[config.mk]
export PLATFORM = sky130hd
export DESIGN_NAME = conv_job_scheduler
export DESIGN_NICKNAME = d
export VERILOG_FILES = /design/src/rtl/conv_job_scheduler.sv
export SDC_FILE = /design/constraint.sdc
export NUM_CORES = 1
export LEC_CHECK = 0
export ABC_CLOCK_PERIOD_IN_PS = 6100
export CORE_MARGIN = 2
export CORE_UTILIZATION = 46
export DETAILED_ROUTE_END_ITERATION = 7
export HOLD_SLACK_MARGIN = 0.12
export MAX_ROUTING_LAYER = met4
export PLACE_DENSITY = 0.86
export REMOVE_ABC_BUFFERS = 1
export SETUP_SLACK_MARGIN = 0.02
export SYNTH_ARGS = -nofsm -noshare
export SYNTH_HDL_FRONTEND = slang
export SYNTH_SLANG_ARGS = --single-unit
[constraint.sdc]
create_clock -name clk -period 6.1 [get_ports clk]
set_input_delay 1.22 -clock clk [delete_from_list [all_inputs] [get_ports clk]]
set_output_delay 1.22 -clock clk [all_outputs]
set_load 0.1 [all_outputs]
[src/rtl/conv_job_scheduler.sv]
// Round-robin scheduler that streams one requester's IFM/weight words into a conv engine,
// routes the engine's results back to that requester and aborts the job if the engine stalls.
module conv_job_scheduler #(
    parameter int unsigned N_IFM   = 49,
    parameter int unsigned N_WGT   = 9,
    parameter int unsigned N_OFM   = 25,
    parameter int unsigned TIMEOUT = 64
) (
    input  logic        clk,
    input  logic        rst,
    input  logic [1:0]  req,
    input  logic [15:0] ifm_a,
    input  logic [15:0] ifm_b,
    input  logic [15:0] wgt_a,
    input  logic [15:0] wgt_b,
    output logic [1:0]  rd_en,
    output logic        eng_in_valid,
    output logic        eng_weight_valid,
    output logic [15:0] eng_ifm,
    output logic [15:0] eng_wgt,
    input  logic        eng_out_valid,
    input  logic [35:0] eng_ofm,
    output logic [1:0]  res_valid,
    output logic [35:0] res_data,
    output logic [1:0]  done,
    output logic        err,
    output logic        busy,
    output logic        owner
);

    localparam int unsigned LW = $clog2(N_IFM + 1);
    localparam int unsigned RW = $clog2(N_OFM + 1);
    localparam int unsigned TW = $clog2(TIMEOUT + 1);

    localparam logic [2:0] S_IDLE = 3'd0;
    localparam logic [2:0] S_LOAD = 3'd1;
    localparam logic [2:0] S_GAP  = 3'd2;
    localparam logic [2:0] S_WAIT = 3'd3;
    localparam logic [2:0] S_DONE = 3'd4;

    logic [2:0]    state;
    logic [LW-1:0] load_cnt;
    logic [RW-1:0] res_cnt;
    logic [TW-1:0] to_cnt;
    logic          last_owner;
    logic          err_flag;
    logic          grant;
    logic [1:0]    owner_oh;

    // On contention the requester that was not served last wins.
    assign grant    = (req == 2'b11) ? ~last_owner : req[1];
    assign owner_oh = owner ? 2'b10 : 2'b01;

    assign rd_en = (state == S_LOAD) ? owner_oh : 2'b00;
    assign done  = (state == S_DONE) ? owner_oh : 2'b00;
    assign err   = (state == S_DONE) && err_flag;
    assign busy  = (state != S_IDLE);

    always_ff @(posedge clk or posedge rst) begin
        if (rst) begin
            state            <= S_IDLE;
            load_cnt         <= '0;
            res_cnt          <= '0;
            to_cnt           <= '0;
            last_owner       <= 1'b1;
            err_flag         <= 1'b0;
            owner            <= 1'b0;
            eng_in_valid     <= 1'b0;
            eng_weight_valid <= 1'b0;
            eng_ifm          <= '0;
            eng_wgt          <= '0;
            res_valid        <= 2'b00;
            res_data         <= '0;
        end else begin
            eng_in_valid     <= 1'b0;
            eng_weight_valid <= 1'b0;
            res_valid        <= 2'b00;
            case (state)
                S_IDLE: begin
                    if (req != 2'b00) begin
                        state    <= S_LOAD;
                        owner    <= grant;
                        load_cnt <= '0;
                    end
                end
                S_LOAD: begin
                    eng_in_valid     <= 1'b1;
                    eng_weight_valid <= (load_cnt < LW'(N_WGT));
                    eng_ifm          <= owner ? ifm_b : ifm_a;
                    eng_wgt          <= owner ? wgt_b : wgt_a;
                    load_cnt         <= load_cnt + 1'b1;
                    if (load_cnt == LW'(N_IFM - 1)) begin
                        state <= S_GAP;
                    end
                end
                S_GAP: begin
                    state   <= S_WAIT;
                    res_cnt <= '0;
                    to_cnt  <= '0;
                end
                S_WAIT: begin
                    if (eng_out_valid) begin
                        res_data  <= eng_ofm;
                        res_valid <= owner_oh;
                        res_cnt   <= res_cnt + 1'b1;
                        to_cnt    <= '0;
                        if (res_cnt == RW'(N_OFM - 1)) begin
                            state <= S_DONE;
                        end
                    end else begin
                        to_cnt <= to_cnt + 1'b1;
                        if (to_cnt == TW'(TIMEOUT - 1)) begin
                            err_flag <= 1'b1;
                            state    <= S_DONE;
                        end
                    end
                end
                S_DONE: begin
                    last_owner <= owner;
                    err_flag   <= 1'b0;
                    state      <= S_IDLE;
                end
                default: state <= S_IDLE;
            endcase
        end
    end

endmodule

======== Yosys cells after proc, flatten, opt, wreduce, memory -nomap -nowiden ========
Cells that the tools add are included.
cells by class
  add/sub/neg operators ................... 3
  eq/ne operators ......................... 15
  magnitude comparators ................... 1
  multiplexer cells ....................... 25
  reduce and logical (&&, ||, !) cells .... 13
  bitwise gates (word level) .............. 1
operator list
  kind                                                number
  2-to-1 mux 16 bit                                   2
  2-to-1 mux 3 bit                                    5
  one-hot mux 7 bit (2 select lines)                  1
  one-hot mux 3 bit (4 select lines)                  1
  one-hot mux 6 bit (2 select lines)                  1
  2-to-1 mux 2 bit                                    5
  one-hot mux 5 bit (2 select lines)                  1
  inequality test 2 bit, second input constant        4
  AND reduction 2 bit                                 4
  nonzero test 2 bit                                  4
  adder 7 x 1 -> 7 bit, second input constant         1
  == test 7 x 6 -> 1 bit, second input constant       1
  2-to-1 mux 7 bit                                    1
  adder 6 x 1 -> 6 bit, second input constant         1
  == test 3 x 2 -> 1 bit, second input constant       2
  == test 6 bit, second input constant                1
  < comparator 6 x 4 -> 1 bit, second input constant  1
  2-to-1 mux 6 bit                                    1
  inequality test 3 bit, second input constant        2
  adder 5 x 1 -> 5 bit, second input constant         1
  == test 5 bit, second input constant                1
  2-to-1 mux 1 bit                                    5
  2-to-1 mux 5 bit                                    1
  AND reduction 4 bit                                 1
  10 further kinds                                    10
storage, ports and cells
  bits in registers ....................... 96
  word-level logic and storage cells ...... 71

======== Logic depth before layout (Yosys ltp) ========
Gate-level depths: netlist (run 1).
  depth in word-level cells ............... 4
  mapped depth ............................ 7

======== Least setup slack after synthesis (run 1) ========
OpenSTA, ideal clock, no wires.
  path kind ............................... reg-to-output
  from .................................... register owner
  to ...................................... output port done[0]
  required time ........................... 4,880 ps
  buffers on the path ..................... 1
  setup slack ............................. 2,494 ps
  stages on the path, launching flop included .. 3
  data arrival time ....................... 2,386 ps
  cell sequence ........................... dfrtp_1 clkbuf_1 nor2_1
between the ends
  longest elaborated chain between the ends .. 2
ends and longest elaborated chain
  what                    line  text
  start, declared         28    output logic owner
  start signal, assigned  82    owner <= grant;
  2-to-1 mux 2 bit        52    assign owner_oh = owner ? 2'b10 : 2'b01;
  2-to-1 mux 2 bit        55    assign done = (state == S_DONE) ? owner_oh : 2'b00;
  end, declared           25    output logic [1:0] done,
No other way between the ends.

======== Worst setup path after layout (run 1) ========
  from .................................... register owner
  to ...................................... output port rd_en[1]
between the ends
  longest elaborated chain between the ends .. 2
ends and longest elaborated chain
  what              line  text
  2-to-1 mux 2 bit  52
  2-to-1 mux 2 bit  54    assign rd_en = (state == S_LOAD) ? owner_oh : 2'b00;
  end, declared     16    output logic [1:0] rd_en,
No other way between the ends.

==> impl_metrics.env, run 1 <==
export IMPL_status="finished, final reports clean"
export IMPL_place_ws_ns=2.65
export IMPL_diodes=0
export IMPL_core_area_mm2=0.00915
export IMPL_synthTopCellsByArea="dfrtp_1 56%, nand2_1 11%, mux2i_1 8.2%, a21oi_1 4.0%, nor2_1 3.2%"
export IMPL_crit_path_end_kind="output port"
export IMPL_synth_avg_cell_area_um2=9.81
export IMPL_fin_nets=718
export IMPL_synth_top_family_by_area="simple AND/OR/NAND/NOR gates"
export IMPL_drv_slew=0
export IMPL_layout_commonest_cell="clkdlybuf4s50_1"
export IMPL_cts_inserted_buffers=9
export IMPL_fin_cells=724
export IMPL_syn_cell_area_mm2=0.00428
export IMPL_critical_path_max_fanout=35
export IMPL_layout_setup_ws_ns=2.28
export IMPL_start_kind="register"
export IMPL_antenna_left=0
export IMPL_synth_adder_area_share_pct=1.46
export IMPL_cts_resized=0
export IMPL_max_freq_mhz=262
export IMPL_dpl_cell_area_mm2=0.00614
export IMPL_synthCells=436
export IMPL_grt_max_degree=75
export IMPL_die_w_um=100
export IMPL_clk_pin_slew_ns=0.10
export IMPL_via_per_inst=5.09
export IMPL_rows=35
export IMPL_io_buffers=183
export IMPL_yosysTopAreaCellShare_pct=55.6
export IMPL_cts_tree="yes"
export IMPL_fin_crit_sh_pct=62.6
export IMPL_grt_use_total_pct=21.2
export IMPL_antenna_found_initial=0
export IMPL_grt_pass1_vias=3599
export IMPL_fin_skew_ns=0.0120
export IMPL_io_pins=184
export IMPL_drive_above_1_share_pct=4.40
export IMPL_area_delta_synth_final_pct=49.0
export IMPL_dr_pass1_iters=4
export IMPL_setup_violations=0
export IMPL_synth_ff_latch_count=96
export IMPL_yosysWarnings=0
export IMPL_h_tree_depth=3
export IMPL_post_route_min_period_ns=3.82
export IMPL_drv_cap=0
export IMPL_synth_main_ff_cell="dfrtp_1"
export IMPL_async_flop_share_pct=100
export IMPL_worst_slew_pin_slew_ns=1.03
export IMPL_path_class="register to output port"
export IMPL_synth_xor_area_share_pct=0.614
export IMPL_root_buffer="clkbuf_8"
export IMPL_die_area_mm2=0.0101
export IMPL_synth_compound_area_share_pct=9.21
export IMPL_rsz0062_at_grt="no"
export IMPL_hold_violations=0
export IMPL_clk_latency_ns=0.35
export IMPL_synth_edf_count=0
export IMPL_hold_class="register to register"
export IMPL_vias=3683
export IMPL_stdcell_area_mm2=0.00637
export IMPL_critPathRequiredTime_ns=4.88
export IMPL_wl_per_cell_um=14.7
export IMPL_die_h_um=100
export IMPL_grt_pass1_wl_um=16400
export IMPL_clock_path_buffers=2
export IMPL_relSlewSlack_pct=31.3
export IMPL_grt_overflow=0
export IMPL_arrival_ns=2.60
export IMPL_yosys_area_share_simple_pct=19.8
export IMPL_drtIter0Drc=123
export IMPL_initial_core_util_pct=46.8
export IMPL_cts_setup_buffers=0
export IMPL_synth_largest_area_cell="dfrtp_1"
export IMPL_gp_congestion=0.850
export IMPL_final_cell_mix="183 x clkdlybuf4s50_1, 122 x nand2_1, 94 x dfrtp_1, 37 x nor2_1, 35 x mux2i_1"
export IMPL_placedCellCount=708
export IMPL_synthMuxAreaShare_pct=8.45
export IMPL_drc=0
export IMPL_dpl_hpwl_um=7930
export IMPL_ctsHoldBuffers=0
export IMPL_clock_sinks=96
export IMPL_yosysSeqAreaShare_pct=56.2
export IMPL_ys_types=42
export IMPL_fin_setup_tns_ns=0
export IMPL_fillCellCount=688
export IMPL_wl_um=10600
## cell usage after synthesis (all sizes together) (2+ instances only)
cell type    n
a31oi        5
a21oi       34
or3          2
a2111oi      2
or3b         2
and4         2
mux2i       35
nand2      122
nand4b       2
nor3         5
o211ai       4
and2         4
dfrtp       95
ha           5
xnor2        3
nor2        37
inv         10
buf         21
clkbuf       5
o21ai        8
nand3        9
a22o         5
nand2b       3
## worst max-delay path, stage by stage, from the launching register on
cell	delay (ns)
dfrtp_2	0.42
buf_4	0.47
and2_1	0.20
clkdlybuf4s50_1	1.15
## final timing paths
path,from,end,slack [ns],depth (start not counted)
min reg2reg,res_data[34],res_data[34],0.48,2
max,owner,rd_en[1],2.28,3
max reg2reg,state[1],state[1],4.02,6
min in group asynchronous,rst,res_data[21],1.29,2
min,res_data[34],res_data[34],0.48,2
max in group asynchronous,rst,owner,3.75,3
## layer usage
| metal | global-route usage [%] | wire length (µm) | up-vias |
|---|---|---|---|
| met3 | 5.41 | 858 | 16 |
| met2 | 36.8 | 5280 | 129 |
| met4 | 6.74 | 167 | 0 |
| li1 | - | - | 1799 |
| met1 | 24.0 | 4320 | 1739 |
| met5 | - | 0 | - |
## layout make-up
class | instances | area [µm²] | area share [%]
Clock inverter | 5 | 106 | 1.67
Sequential cell | 96 | 2400 | 37.7
Timing Repair Buffer | 187 | 1860 | 29.2
Tap cell | 111 | 139 | 2.18
Clock buffer | 11 | 131 | 2.06
Multi-Input combinational cell | 304 | 1690 | 26.5
Inverter | 10 | 40.0 | 0.628
## sequential cells by signal (all words and copies together), names as in the netlist
signal / count
eng_ifm: 16
eng_in_valid: 1
eng_weight_valid: 1
eng_wgt: 16
err_flag: 1
last_owner: 1
load_cnt: 6
owner: 1
res_cnt: 5
res_data: 36
res_valid: 2
state: 3
to_cnt: 7
## through the flow
stage / utilization [%] / hold WS [ns]
global placement: 67.1 / 0.457
CTS: 69.7 / 0.483
global route: 69.7 / 0.499
detailed placement: 67.1 / 0.462
finish: 69.7 / 0.478
floorplan: - / 0.464
## cells by family (layout without fill, tap and decap cells)
| kind of cell | after synthesis | in the layout |
|---|---|---|
| AO/OA/AOI/OAI | 65 | 65 |
| AND/OR/NAND/NOR | 195 | 195 |
| multiplexers | 36 | 36 |
| flip-flops | 96 | 96 |
| buffers and inverters | 36 | 213 |
| adder cells (fa/ha/maj) | 5 | 5 |
| XOR/XNOR | 3 | 3 |
Power of run 1 is not shown: default switching activity piles up to over one toggle a cycle in this logic, so the estimate is an artifact.
==> run 2, diff against run 1 <==
ABC_CLOCK_PERIOD_IN_PS = 3900   (was 6100)
CORE_UTILIZATION = 43   (was 46)
PLACE_DENSITY = 0.81   (was 0.86)
clock period = 3.9 ns   (was 6.1 ns; I/O delays follow)
==> impl_metrics.env, run 2 (same netlist as run 1, synthesis figures left out) <==
export IMPL_critical_path_max_fanout=13
export IMPL_dpl_cell_area_mm2=0.00616
export IMPL_seq_area_mm2=0.00240
export IMPL_path_class="register to output port"
export IMPL_largest_register_ffs=36
export IMPL_wl_um=10900
export IMPL_grt_overflow=0
export IMPL_fin_setup_tns_ns=0
export IMPL_crit_path_top_delay_cell="clkdlybuf4s50_1"
export IMPL_ctsHoldBuffers=0
export IMPL_setup_violations=0
export IMPL_gp_congestion=0.795
export IMPL_clock_sinks=96
export IMPL_rows=36
export IMPL_drv_cap=0
export IMPL_utilization_pct=65.5
export IMPL_h_tree_depth=3
export IMPL_clock_path_buffers=2
export IMPL_die_w_um=104
export IMPL_placedCellCount=731
export IMPL_multiInputGateArea_mm2=0.00169
export IMPL_diodes=0
export IMPL_drive_above_1_share_pct=5.54
export IMPL_grt_use_total_pct=20.8
export IMPL_hold_class="register to register"
export IMPL_die_h_um=104
export IMPL_clk_latency_ns=0.36
export IMPL_via_per_inst=4.88
export IMPL_grt_pass1_wl_um=17600
export IMPL_drc=0
export IMPL_drv_slew=0
export IMPL_worst_slew_pin_slew_ns=1.04
export IMPL_critPathRequiredTime_ns=3.12
export IMPL_fin_crit_sh_pct=79.5
export IMPL_hold_violations=0
export IMPL_max_freq_mhz=323
export IMPL_grt_max_degree=75
export IMPL_die_area_mm2=0.0108
export IMPL_largest_register="res_data"
export IMPL_core_area_mm2=0.00973
export IMPL_dpl_hpwl_um=8000
export IMPL_final_cell_mix="178 x clkdlybuf4s50_1, 122 x nand2_1, 94 x dfrtp_1, 37 x nor2_1, 35 x mux2i_1"
export IMPL_cts_setup_buffers=0
export IMPL_top_regs="res_data: 36 flops, eng_ifm: 16 flops, eng_wgt: 16 flops"
export IMPL_antenna_left=0
export IMPL_drtIter0Drc=157
export IMPL_max_stage_delay_ns=1.12
export IMPL_grt_pass1_vias=3594
export IMPL_fillCellCount=782
export IMPL_clk_pin_slew_ns=0.08
export IMPL_cts_inserted_buffers=9
export IMPL_vias=3643
export IMPL_start_kind="register"
export IMPL_fin_cells=747
export IMPL_path_cells="nor3_1 -> inv_1 -> clkdlybuf4s50_1"
export IMPL_crit_path_end_kind="output port"
export IMPL_antenna_found_initial=0
export IMPL_status="finished, final reports clean"
export IMPL_area_delta_synth_final_pct=49.0
export IMPL_cts_tree="yes"
export IMPL_wl_per_cell_um=14.6
export IMPL_arrival_ns=2.32
export IMPL_cts_resized=0
export IMPL_rsz0062_at_grt="no"
export IMPL_io_buffers=183
export IMPL_dr_pass1_iters=4
export IMPL_layout_commonest_cell="clkdlybuf4s50_1"
export IMPL_fin_nets=719
export IMPL_fin_skew_ns=0.00489
export IMPL_initial_core_util_pct=44.0
export IMPL_stdcell_area_mm2=0.00638
export IMPL_post_route_min_period_ns=3.10
export IMPL_relSlewSlack_pct=30.2
export IMPL_io_pins=184
export IMPL_root_buffer="clkbuf_8"
## run 2: cell count changes in the layout (fill, tap and decap cells not counted), sizes merged
| cell | delta |
|---|---|
| buf | +6 |
| bufinv | -2 |
| clkbuf | +3 |
| clkdlybuf4s50 | -5 |
| clkinvlp | -1 |
## run 2: metrics by stage
step           hold WS, ns  setup slack [ns]
2_1_floorplan        0.464            0.0998
3_3_place_gp         0.458              1.22
3_5_place_dp         0.461              1.19
4_1_cts              0.483             0.786
5_1_grt              0.507             0.725
6_report             0.481             0.800
## run 2: worst max-delay path, delay by kind of cell, from the launching register on
| family | cells | cell delay (ns) |
|---|---|---|
| flops | 1 | 0.61 |
| buf+inv | 2 | 1.19 |
| simple gates | 1 | 0.16 |
## run 2: final timing paths
| check | from | to | slack [ns] | cells past startpoint |
|---|---|---|---|---|
| worst max-delay path | state[1] | busy | 0.80 | 3 |
| worst min-delay path | res_data[13] | res_data[13] | 0.48 | 2 |
| worst max register to register | state[1] | state[1] | 1.78 | 6 |
| worst min register to register | res_data[13] | res_data[13] | 0.48 | 2 |
| max in group asynchronous | rst | last_owner | 2.18 | 3 |
| min in group asynchronous | rst | res_data[2] | 0.90 | 2 |
## run 2: final cells by class
| class | count | share of cell area (%) |
|---|---|---|
| clock inverter | 2 | 0.549 |
| multi-input combinational | 304 | 26.5 |
| clock buffer | 14 | 2.86 |
| tap | 133 | 2.61 |
| inverter | 10 | 0.628 |
| sequential | 96 | 37.7 |
| timing repair buffer | 188 | 29.1 |
## run 2: per-layer routing
metal  GRT usage [%]  vias to the layer above  wire, µm
li1                -                     1803         -
met1            25.7                     1672      4800
met2            33.3                      145      5160
met3            4.47                       23       683
met4            8.98                        0       242
met5               -                        -         0
Power of run 2 is left out for the same reason.
==> run 3, diff against run 2 <==
ABC_CLOCK_PERIOD_IN_PS = 2800   (was 3900)
CORE_UTILIZATION = 38   (was 43)
PLACE_DENSITY = 0.76   (was 0.81)
clock period = 2.8 ns   (was 3.9 ns; I/O delays follow)
==> impl_metrics.env, run 3 (same netlist as run 1, synthesis figures left out) <==
export IMPL_root_buffer="clkbuf_16"
export IMPL_layout_setup_ws_ns=0.582
export IMPL_area_delta_synth_final_pct=47.7
export IMPL_h_tree_depth=3
export IMPL_initial_core_util_pct=39.1
export IMPL_top_regs="res_data: 36 flops, eng_ifm: 16 flops, eng_wgt: 16 flops"
export IMPL_worst_r2r_endpoint="state[1]"
export IMPL_arrival_ns=1.66
export IMPL_cts_setup_buffers=0
export IMPL_antenna_left=0
export IMPL_cts_inserted_buffers=9
export IMPL_fin_skew_ns=0.00653
export IMPL_hold_violations=0
export IMPL_hold_class="register to register"
export IMPL_start_kind="register"
export IMPL_place_ws_ns=0.678
export IMPL_layout_commonest_cell="nand2_1"
export IMPL_wl_per_cell_um=14.3
export IMPL_fin_crit_sh_pct=79.2
export IMPL_relSlewSlack_pct=56.0
export IMPL_dpl_cell_area_mm2=0.00600
export IMPL_diodes=0
export IMPL_antenna_found_initial=0
export IMPL_drv_slew=0
export IMPL_drive_above_1_share_pct=17.4
export IMPL_regToRegStartpoint="state[1]"
export IMPL_fin_nets=720
export IMPL_stdcell_area_mm2=0.00632
export IMPL_vias=3683
export IMPL_reg2reg_depth=6
export IMPL_die_w_um=110
export IMPL_io_buffers=183
export IMPL_grt_use_total_pct=17.8
export IMPL_via_per_inst=4.88
export IMPL_cts_resized=0
export IMPL_cts_tree="yes"
export IMPL_largest_register_ffs=36
export IMPL_dpl_hpwl_um=8010
export IMPL_largest_register="res_data"
export IMPL_final_cell_mix="122 x nand2_1, 104 x clkdlybuf4s50_1, 94 x dfrtp_1, 84 x buf_4, 37 x nor2_1"
export IMPL_crit_path_end_kind="output port"
export IMPL_fin_hold_ws_ns=0.481
export IMPL_grt_pass1_vias=3515
export IMPL_dr_pass1_iters=4
export IMPL_die_h_um=110
export IMPL_setup_violations=0
export IMPL_drc=0
export IMPL_clk_pin_slew_ns=0.06
export IMPL_gp_congestion=0.780
export IMPL_max_freq_mhz=451
export IMPL_status="finished, final reports clean"
export IMPL_clock_path_buffers=2
export IMPL_grt_max_degree=75
export IMPL_rsz0062_at_grt="no"
export IMPL_grt_overflow=0
export IMPL_grt_pass1_wl_um=16300
export IMPL_drtIter0Drc=126
export IMPL_ctsHoldBuffers=0
export IMPL_wl_um=10800
export IMPL_rows=38
export IMPL_drv_cap=0
export IMPL_worst_slew_pin_slew_ns=0.660
export IMPL_whs_path_depth=2
export IMPL_min_to="res_data[35]"
export IMPL_path_class="register to output port"
export IMPL_die_area_mm2=0.0121
export IMPL_critical_path_max_fanout=13
export IMPL_reg2reg_slack_ns=0.77
export IMPL_clk_latency_ns=0.34
export IMPL_post_route_min_period_ns=2.22
export IMPL_core_area_mm2=0.0109
export IMPL_clock_sinks=96
export IMPL_critPathRequiredTime_ns=2.24
export IMPL_min_delay_start="res_data[35]"
export IMPL_io_pins=184
[run 3: per-stage QoR]
| stage | TNS (ns) | instances | utilization [%] |
|---|---|---|---|
| 2_1_floorplan | -28.08 | 410 | - |
| 6_report | 0 | 755 | 57.8 |
| 3_3_place_gp | 0 | 739 | 54.9 |
| 5_1_grt | 0 | 755 | 57.8 |
| 3_5_place_dp | 0 | 739 | 54.9 |
| 4_1_cts | 0 | 755 | 57.8 |
[run 3: metal layers]
| metal | GRT usage, % | up-vias | part of all wire, % |
|---|---|---|---|
| li1 | - | 1808 | - |
| met1 | 21.1 | 1719 | 42 |
| met2 | 30.4 | 147 | 49 |
| met3 | 4.17 | 9 | 8.8 |
| met4 | 4.91 | 0 | 0.96 |
| met5 | - | - | 0 |
[run 3: layout make-up]
| class | count | area, µm² |
|---|---|---|
| repair buffers | 189 | 1690 |
| clock buffers | 13 | 250 |
| fillers | 966 | 4620 |
| flip-flops and latches | 96 | 2400 |
| inverters | 10 | 40.0 |
| well taps | 140 | 175 |
| clock inverters | 3 | 65.1 |
| multi-input cells | 304 | 1690 |
[run 3: worst max-delay path, stage by stage, from the launching register on]
cell,delay (ns)
dfrtp_1,0.52
nor2_1,0.19
nand2_1,0.12
inv_2,0.08
and2_1,0.13
buf_4,0.29
[run 3: worst max path at each step]
| stage | depth (start not counted) | to | slack [ns] | startpoint |
|---|---|---|---|---|
| 2_1_floorplan | 1 | done[0] | -0.78 | owner |
| 3_3_place_gp | 5 | res_cnt[2] | 0.69 | eng_out_valid |
| 3_5_place_dp | 5 | res_cnt[2] | 0.68 | eng_out_valid |
| 4_1_cts | 5 | rd_en[1] | 0.57 | state[1] |
| 5_1_grt | 5 | rd_en[1] | 0.48 | state[1] |
| 6_report | 5 | rd_en[1] | 0.58 | state[1] |
Power of run 3 is left out for the same reason.
